File: config.mk
export PLATFORM = sky130hd
export DESIGN_NAME = ysyx_210544_wb_arbiter_flat
export DESIGN_NICKNAME = d
export VERILOG_FILES = /design/src/rtl/ysyx_210544_wb_arbiter_pkg.sv /design/src/rtl/ysyx_210544_wb_arbiter_if.sv /design/src/rtl/ysyx_210544_wb_arbiter.sv /design/src/flat_wrapper.sv
export SDC_FILE = /design/constraint.sdc
export NUM_CORES = 1
export LEC_CHECK = 0
export ABC_AREA = 1
export CAP_MARGIN = 20
export CORE_ASPECT_RATIO = 1.1
export CORE_UTILIZATION = 41
export DETAILED_ROUTE_END_ITERATION = 12
export HOLD_SLACK_MARGIN = 0.02
export PLACE_DENSITY = 0.83
export SLEW_MARGIN = 15
export SYNTH_ARGS = -nofsm -noshare
export SYNTH_HDL_FRONTEND = slang
export SYNTH_SLANG_ARGS = --single-unit
File: constraint.sdc
create_clock -name clk -period 1.53 [get_ports clk]
set_input_delay 0.306 -clock clk [delete_from_list [all_inputs] [get_ports clk]]
set_output_delay 0.306 -clock clk [all_outputs]
set_load 0.01 [all_outputs]
File: src/rtl/ysyx_210544_wb_arbiter_pkg.sv
// Shared widths and types for the register-file write-back arbiter.
package ysyx_210544_wb_arbiter_pkg;
  localparam int BUS_64      = 64;
  localparam int BUS_RIDX    = 5;
  localparam int WB_STARVE_W = 4;
  localparam logic [BUS_64-1:0] ZERO_WORD = '0;

  typedef logic [BUS_64-1:0]   word_t;
  typedef logic [BUS_RIDX-1:0] ridx_t;

  typedef struct packed {
    ridx_t rd;
    word_t data;
  } wb_t;
endpackage

File: src/rtl/ysyx_210544_wb_arbiter_if.sv
// Issue, source query, pipeline, long-unit and register-file write signals of the arbiter.
interface ysyx_210544_wb_arbiter_if;
  import ysyx_210544_wb_arbiter_pkg::*;

  logic  i_iss_valid;
  ridx_t i_iss_rd;
  logic  o_iss_ready;
  ridx_t i_rs1;
  ridx_t i_rs2;
  logic  o_rs1_busy;
  logic  o_rs2_busy;
  logic  i_pipe_valid;
  ridx_t i_pipe_rd;
  word_t i_pipe_data;
  logic  o_pipe_stall;
  logic  i_long_valid;
  ridx_t i_long_rd;
  word_t i_long_data;
  logic  o_long_ready;
  ridx_t o_rd;
  logic  o_rd_wen;
  word_t o_rd_data;
  logic  o_waw_err;

  modport slave (
    input  i_iss_valid, i_iss_rd, i_rs1, i_rs2,
    input  i_pipe_valid, i_pipe_rd, i_pipe_data,
    input  i_long_valid, i_long_rd, i_long_data,
    output o_iss_ready, o_rs1_busy, o_rs2_busy, o_pipe_stall, o_long_ready,
    output o_rd, o_rd_wen, o_rd_data, o_waw_err
  );

  modport master (
    output i_iss_valid, i_iss_rd, i_rs1, i_rs2,
    output i_pipe_valid, i_pipe_rd, i_pipe_data,
    output i_long_valid, i_long_rd, i_long_data,
    input  o_iss_ready, o_rs1_busy, o_rs2_busy, o_pipe_stall, o_long_ready,
    input  o_rd, o_rd_wen, o_rd_data, o_waw_err
  );
endinterface

File: src/rtl/ysyx_210544_wb_arbiter.sv
// Write-back arbiter + busy scoreboard: 1-cycle accept-to-write latency; pipe wins unless a
// long result has been refused STARVE_MAX cycles, then the pipe is stalled for one cycle.
module ysyx_210544_wb_arbiter
  import ysyx_210544_wb_arbiter_pkg::*;
#(
  parameter int STARVE_MAX = 4
) (
  input logic clk,
  input logic rst,
  ysyx_210544_wb_arbiter_if.slave bus
);

  logic [31:0]            busy_q, busy_d;
  logic [WB_STARVE_W-1:0] cnt_q, cnt_d;
  logic                   stall_q, stall_d;
  wb_t                    wb_q, wb_d;
  logic                   wen_q, wen_d;
  logic                   waw_q, waw_d;

  logic iss_fire, long_fire, pipe_acc, long_ready;

  assign long_ready = stall_q | ~bus.i_pipe_valid;
  assign long_fire  = bus.i_long_valid & long_ready;
  assign pipe_acc   = bus.i_pipe_valid & ~stall_q;
  assign iss_fire   = bus.i_iss_valid & bus.o_iss_ready;

  assign bus.o_iss_ready  = (bus.i_iss_rd == '0) | ~busy_q[bus.i_iss_rd];
  assign bus.o_rs1_busy   = busy_q[bus.i_rs1];
  assign bus.o_rs2_busy   = busy_q[bus.i_rs2];
  assign bus.o_long_ready = long_ready;
  assign bus.o_pipe_stall = stall_q;
  assign bus.o_rd         = wb_q.rd;
  assign bus.o_rd_data    = wb_q.data;
  assign bus.o_rd_wen     = wen_q;
  assign bus.o_waw_err    = waw_q;

  always_comb begin
    busy_d = busy_q;
    if (long_fire) busy_d[bus.i_long_rd] = 1'b0;
    // An issue reserving the index being released this cycle keeps it reserved.
    if (iss_fire)  busy_d[bus.i_iss_rd]  = 1'b1;
    busy_d[0] = 1'b0;

    cnt_d = cnt_q;
    if (long_fire)             cnt_d = '0;
    else if (bus.i_long_valid) cnt_d = cnt_q + 1'b1;
    // Comparing the next count makes the stall land on the cycle right after the last refusal.
    stall_d = (cnt_d == WB_STARVE_W'(STARVE_MAX));

    wb_d  = wb_q;
    wen_d = 1'b0;
    if (pipe_acc) begin
      wb_d  = '{rd: bus.i_pipe_rd, data: bus.i_pipe_data};
      wen_d = (bus.i_pipe_rd != '0);
    end else if (long_fire) begin
      wb_d  = '{rd: bus.i_long_rd, data: bus.i_long_data};
      wen_d = (bus.i_long_rd != '0);
    end

    waw_d = waw_q | (pipe_acc & (bus.i_pipe_rd != '0) & busy_q[bus.i_pipe_rd]);
  end

  always_ff @(posedge clk or negedge rst) begin
    if (!rst) begin
      busy_q  <= '0;
      cnt_q   <= '0;
      stall_q <= 1'b0;
      wb_q    <= '{rd: '0, data: ZERO_WORD};
      wen_q   <= 1'b0;
      waw_q   <= 1'b0;
    end else begin
      busy_q  <= busy_d;
      cnt_q   <= cnt_d;
      stall_q <= stall_d;
      wb_q    <= wb_d;
      wen_q   <= wen_d;
      waw_q   <= waw_d;
    end
  end

endmodule

File: src/flat_wrapper.sv
// flat-port wrapper written by rule: the top's interface ports become plain ports
module ysyx_210544_wb_arbiter_flat import ysyx_210544_wb_arbiter_pkg::*;
#(
  parameter int STARVE_MAX = 4
)
  (clk, rst, bus_i_iss_valid, bus_i_iss_rd, bus_i_rs1, bus_i_rs2, bus_i_pipe_valid, bus_i_pipe_rd, bus_i_pipe_data, bus_i_long_valid, bus_i_long_rd, bus_i_long_data, bus_o_iss_ready, bus_o_rs1_busy, bus_o_rs2_busy, bus_o_pipe_stall, bus_o_long_ready, bus_o_rd, bus_o_rd_wen, bus_o_rd_data, bus_o_waw_err);
  ysyx_210544_wb_arbiter_if bus_i ();
  input logic clk;
  input logic rst;
  input wire logic [$bits(bus_i.i_iss_valid)-1:0] bus_i_iss_valid;
  input wire logic [$bits(bus_i.i_iss_rd)-1:0] bus_i_iss_rd;
  input wire logic [$bits(bus_i.i_rs1)-1:0] bus_i_rs1;
  input wire logic [$bits(bus_i.i_rs2)-1:0] bus_i_rs2;
  input wire logic [$bits(bus_i.i_pipe_valid)-1:0] bus_i_pipe_valid;
  input wire logic [$bits(bus_i.i_pipe_rd)-1:0] bus_i_pipe_rd;
  input wire logic [$bits(bus_i.i_pipe_data)-1:0] bus_i_pipe_data;
  input wire logic [$bits(bus_i.i_long_valid)-1:0] bus_i_long_valid;
  input wire logic [$bits(bus_i.i_long_rd)-1:0] bus_i_long_rd;
  input wire logic [$bits(bus_i.i_long_data)-1:0] bus_i_long_data;
  output wire logic [$bits(bus_i.o_iss_ready)-1:0] bus_o_iss_ready;
  output wire logic [$bits(bus_i.o_rs1_busy)-1:0] bus_o_rs1_busy;
  output wire logic [$bits(bus_i.o_rs2_busy)-1:0] bus_o_rs2_busy;
  output wire logic [$bits(bus_i.o_pipe_stall)-1:0] bus_o_pipe_stall;
  output wire logic [$bits(bus_i.o_long_ready)-1:0] bus_o_long_ready;
  output wire logic [$bits(bus_i.o_rd)-1:0] bus_o_rd;
  output wire logic [$bits(bus_i.o_rd_wen)-1:0] bus_o_rd_wen;
  output wire logic [$bits(bus_i.o_rd_data)-1:0] bus_o_rd_data;
  output wire logic [$bits(bus_i.o_waw_err)-1:0] bus_o_waw_err;
  assign bus_i.i_iss_valid = bus_i_iss_valid;
  assign bus_i.i_iss_rd = bus_i_iss_rd;
  assign bus_i.i_rs1 = bus_i_rs1;
  assign bus_i.i_rs2 = bus_i_rs2;
  assign bus_i.i_pipe_valid = bus_i_pipe_valid;
  assign bus_i.i_pipe_rd = bus_i_pipe_rd;
  assign bus_i.i_pipe_data = bus_i_pipe_data;
  assign bus_i.i_long_valid = bus_i_long_valid;
  assign bus_i.i_long_rd = bus_i_long_rd;
  assign bus_i.i_long_data = bus_i_long_data;
  assign bus_o_iss_ready = bus_i.o_iss_ready;
  assign bus_o_rs1_busy = bus_i.o_rs1_busy;
  assign bus_o_rs2_busy = bus_i.o_rs2_busy;
  assign bus_o_pipe_stall = bus_i.o_pipe_stall;
  assign bus_o_long_ready = bus_i.o_long_ready;
  assign bus_o_rd = bus_i.o_rd;
  assign bus_o_rd_wen = bus_i.o_rd_wen;
  assign bus_o_rd_data = bus_i.o_rd_data;
  assign bus_o_waw_err = bus_i.o_waw_err;
  ysyx_210544_wb_arbiter #(.STARVE_MAX(STARVE_MAX)) u_core (.clk(clk), .rst(rst), .bus(bus_i));
endmodule
==> results_dict.tcl <==
set metrics [dict create \
    grt.overflow.total 0 \
    clock.fmax_ghz 0.505 \
    drc 0 \
    finalPower_mw 10.2 \
    grt_util_all_layers_pct 31.8 \
    nets 1395 \
    max-vdd-ir-drop_mv 0.552 \
    drt_wl_total_mm 25.6 \
    syn_nets 1062 \
    min_path_type "in -> async" \
    clk_pin_slew_worst_paths_ns 0.07 \
    slew-limit-headroom_pct 64.5 \
    fin_crit_ns 1.98 \
    layout.cells.most_common "nand2_1" \
    fp.coreArea_mm2 0.0146 \
    vias 7762 \
    setup_tns_ns -1.40 \
    htreeDepth 3 \
    cts-root-buf "clkbuf_16" \
    maxCapViolCount 0 \
    initial_utilization_pct 42.5 \
    cts_tree "done" \
    hold_viol 0 \
    cp.required_ns 1.22 \
    ant_nets 0 \
    clock_latency_ns 0.35 \
    routedWlPerCell_um 17.9 \
    synthTopCellsByArea "dfrtp_1 43%, nand2_1 22%, nand3_1 9.7%" \
    first_pass_iters 5 \
    fin_ws_ns -0.450 \
    rsz0062_at_grt "yes" \
    yosysTopAreaCell "dfrtp_1" \
    crit_type "reg -> out" \
    antennaDiodeCount 0 \
    synth-seq-cells 107 \
    die_h_um 131 \
    ios 234 \
    die_w_um 119 \
    fin_crit_sh_pct 129 \
    drive_gt1_share_pct 17.4 \
    die-area_mm2 0.0156 \
    clkSinkCount 107 \
    yosys_warnings 0 \
    area_growth_syn_to_layout_pct 65.2 \
    yosysUniqueCellTypes 28 \
    fp-row-count 46 \
    synth_area_per_cell_um2 6.88 \
    final_cells 1432 \
    powerDensity_mw_per_mm2 990 \
    gp_congestion 0.989 \
    drv_slew 0 \
    drt_iter0_drc 664 \
    worstPathMaxFanout 3 \
    violations "negative setup slack" \
    synth_cells 903 \
    place_area_mm2 0.00947 \
    cp.arrival_ns 1.67 \
    status "complete, but fails checks" \
    grt_max_degree 63 \
    grt_pass1_vias 7451 \
    final_cell_mix "363 x nand2_1, 146 x clkdlybuf4s50_1, 120 x nand3_1" \
    numCtsBuffers 9 \
    dpl.cell_count 1388 \
    setup_viol_count_final 14 \
    port_buffers 233 \
    yosysSeqAreaShare_pct 43.1 \
    startpoint_type "flop" \
    grt_pass1_wl_mm 38.7 \
    antenna_found_initial 1 \
    worstSetupEndpointType "output port" \
    tightest_slew_ns 0.533 \
    hpwl_mm 18.4 \
    skew_ns 0.00931 \
    clk_path_buf_depth 2 \
    p_leak_nw 5.01 \
    syn_area_mm2 0.00621 \
    yosysTopAreaCellShare_pct 43.1 \
    via_per_inst 5.42 \
    stdcell_area_mm2 0.0103 \
]
==> kinds of logic (layout without fill, tap and decap cells) <==
group / count (synthesis) / count (layout) / synth area share, %
AO/OA/AOI/OAI: 87 / 87 / 7.75
adder cells (fa/ha/maj): 1 / 1 / 0.201
XOR/XNOR: 1 / 1 / 0.141
flip-flops: 107 / 107 / 43.1
buffers and inverters: 104 / 440 / 7.71
AND/OR/NAND/NOR: 603 / 604 / 41.1
==> final timing paths <==
kind	start	slack [ns]	to	cells after the start
hold / removal	rst	0.30	u_core.cnt_q[1]	2
setup reg to reg	u_core.busy_q[17]	-0.03	u_core.busy_q[13]	11
max in group asynchronous	rst	0.46	u_core.busy_q[17]	3
setup / recovery	u_core.busy_q[19]	-0.45	bus_o_rs1_busy	9
min in group clk	u_core.bus.o_waw_err	0.47	u_core.bus.o_waw_err	2
hold reg to reg	u_core.bus.o_waw_err	0.47	u_core.bus.o_waw_err	2
==> critical path, stage by stage (launching register included) <==
cell and delay (ns):
dfrtp_1 0.40, buf_4 0.16, a21oi_1 0.14, o21ai_1 0.09, nand3_1 0.07, nand2_1 0.07, nand2_1 0.07, nand3_1 0.07
and2_1 0.15, buf_2 0.13
==> cells in the mapped netlist <==
| library cell | instances |
|---|---|
| buf_1 | 3 |
| nand4_1 | 34 |
| clkinv_1 | 1 |
| nand3_1 | 121 |
| clkbuf_1 | 18 |
| o21bai_1 | 1 |
| nor2_1 | 56 |
| buf_2 | 15 |
| a21oi_1 | 19 |
| o21ai_0 | 50 |
| buf_6 | 9 |
| a31oi_1 | 2 |
| ha_1 | 1 |
| o211ai_1 | 7 |
| inv_1 | 57 |
| nand2_1 | 372 |
| nor2_4 | 3 |
| a221o_1 | 1 |
| o31ai_1 | 3 |
| nor2_2 | 1 |
| nor3_1 | 10 |
| nand2_2 | 3 |
| o21ai_1 | 1 |
| o221ai_1 | 3 |
| inv_4 | 1 |
| xor2_1 | 1 |
| and2_1 | 3 |
| dfrtp_1 | 107 |
==> timing repair <==
item / 4_1_cts / 5_1_grt
pin swaps: 8 / 24
setup buffers: 7 / 13
hold endpoints to repair: 5 / 0
endpoints found under the setup margin: 108 / 82
hold buffers: 1 / 0
resized for setup: 163 / 49
cloned: 1 / 7
==> registers in the layout, summed over array words and instances (netlist names) <==
signal / count
u_core.bus.o_waw_err: 1
u_core.busy_q: 31
u_core.bus.o_rd_wen: 1
u_core.bus.o_rd: 5
u_core.bus.o_rd_data: 64
u_core.bus.o_pipe_stall: 1
u_core.cnt_q: 4
==> metal layers <==
metal / wire length, µm / track usage [%]
met4: 1390 / 15.3
met1: 9260 / 36.9
met3: 2590 / 8.90
met2: 12300 / 53.8
met5: 13 / 0
==> metrics by stage <==
stage | worst slack [ns] | hold WS, ns | util [%]
floorplan | 0.0100 | 0.0104 | -
finish | -0.450 | 0.303 | 70.2
global placement | -0.957 | 0.127 | 64.8
global route | -0.557 | 0.317 | 70.2
detailed placement | -0.999 | 0.127 | 64.8
CTS | -0.391 | 0.295 | 67.6
==> where the power goes <==
| part | internal, mW | switching (mW) | total [mW] |
|---|---|---|---|
| Combinational | 1.92 | 1.95 | 3.86 |
| Sequential | 3.33 | 0.486 | 3.82 |
| Clock | 1.43 | 1.05 | 2.48 |
==> layout make-up <==
cell class	count	area (µm²)
Clock buffer	10	229
Clock inverter	5	78.8
Fill cell	1178	4360
Inverter	59	239
Multi-Input combinational cell	693	3240
Sequential cell	107	2690
Tap cell	192	240
Timing Repair Buffer	366	3540
Power figures use the tool's default switching activity.
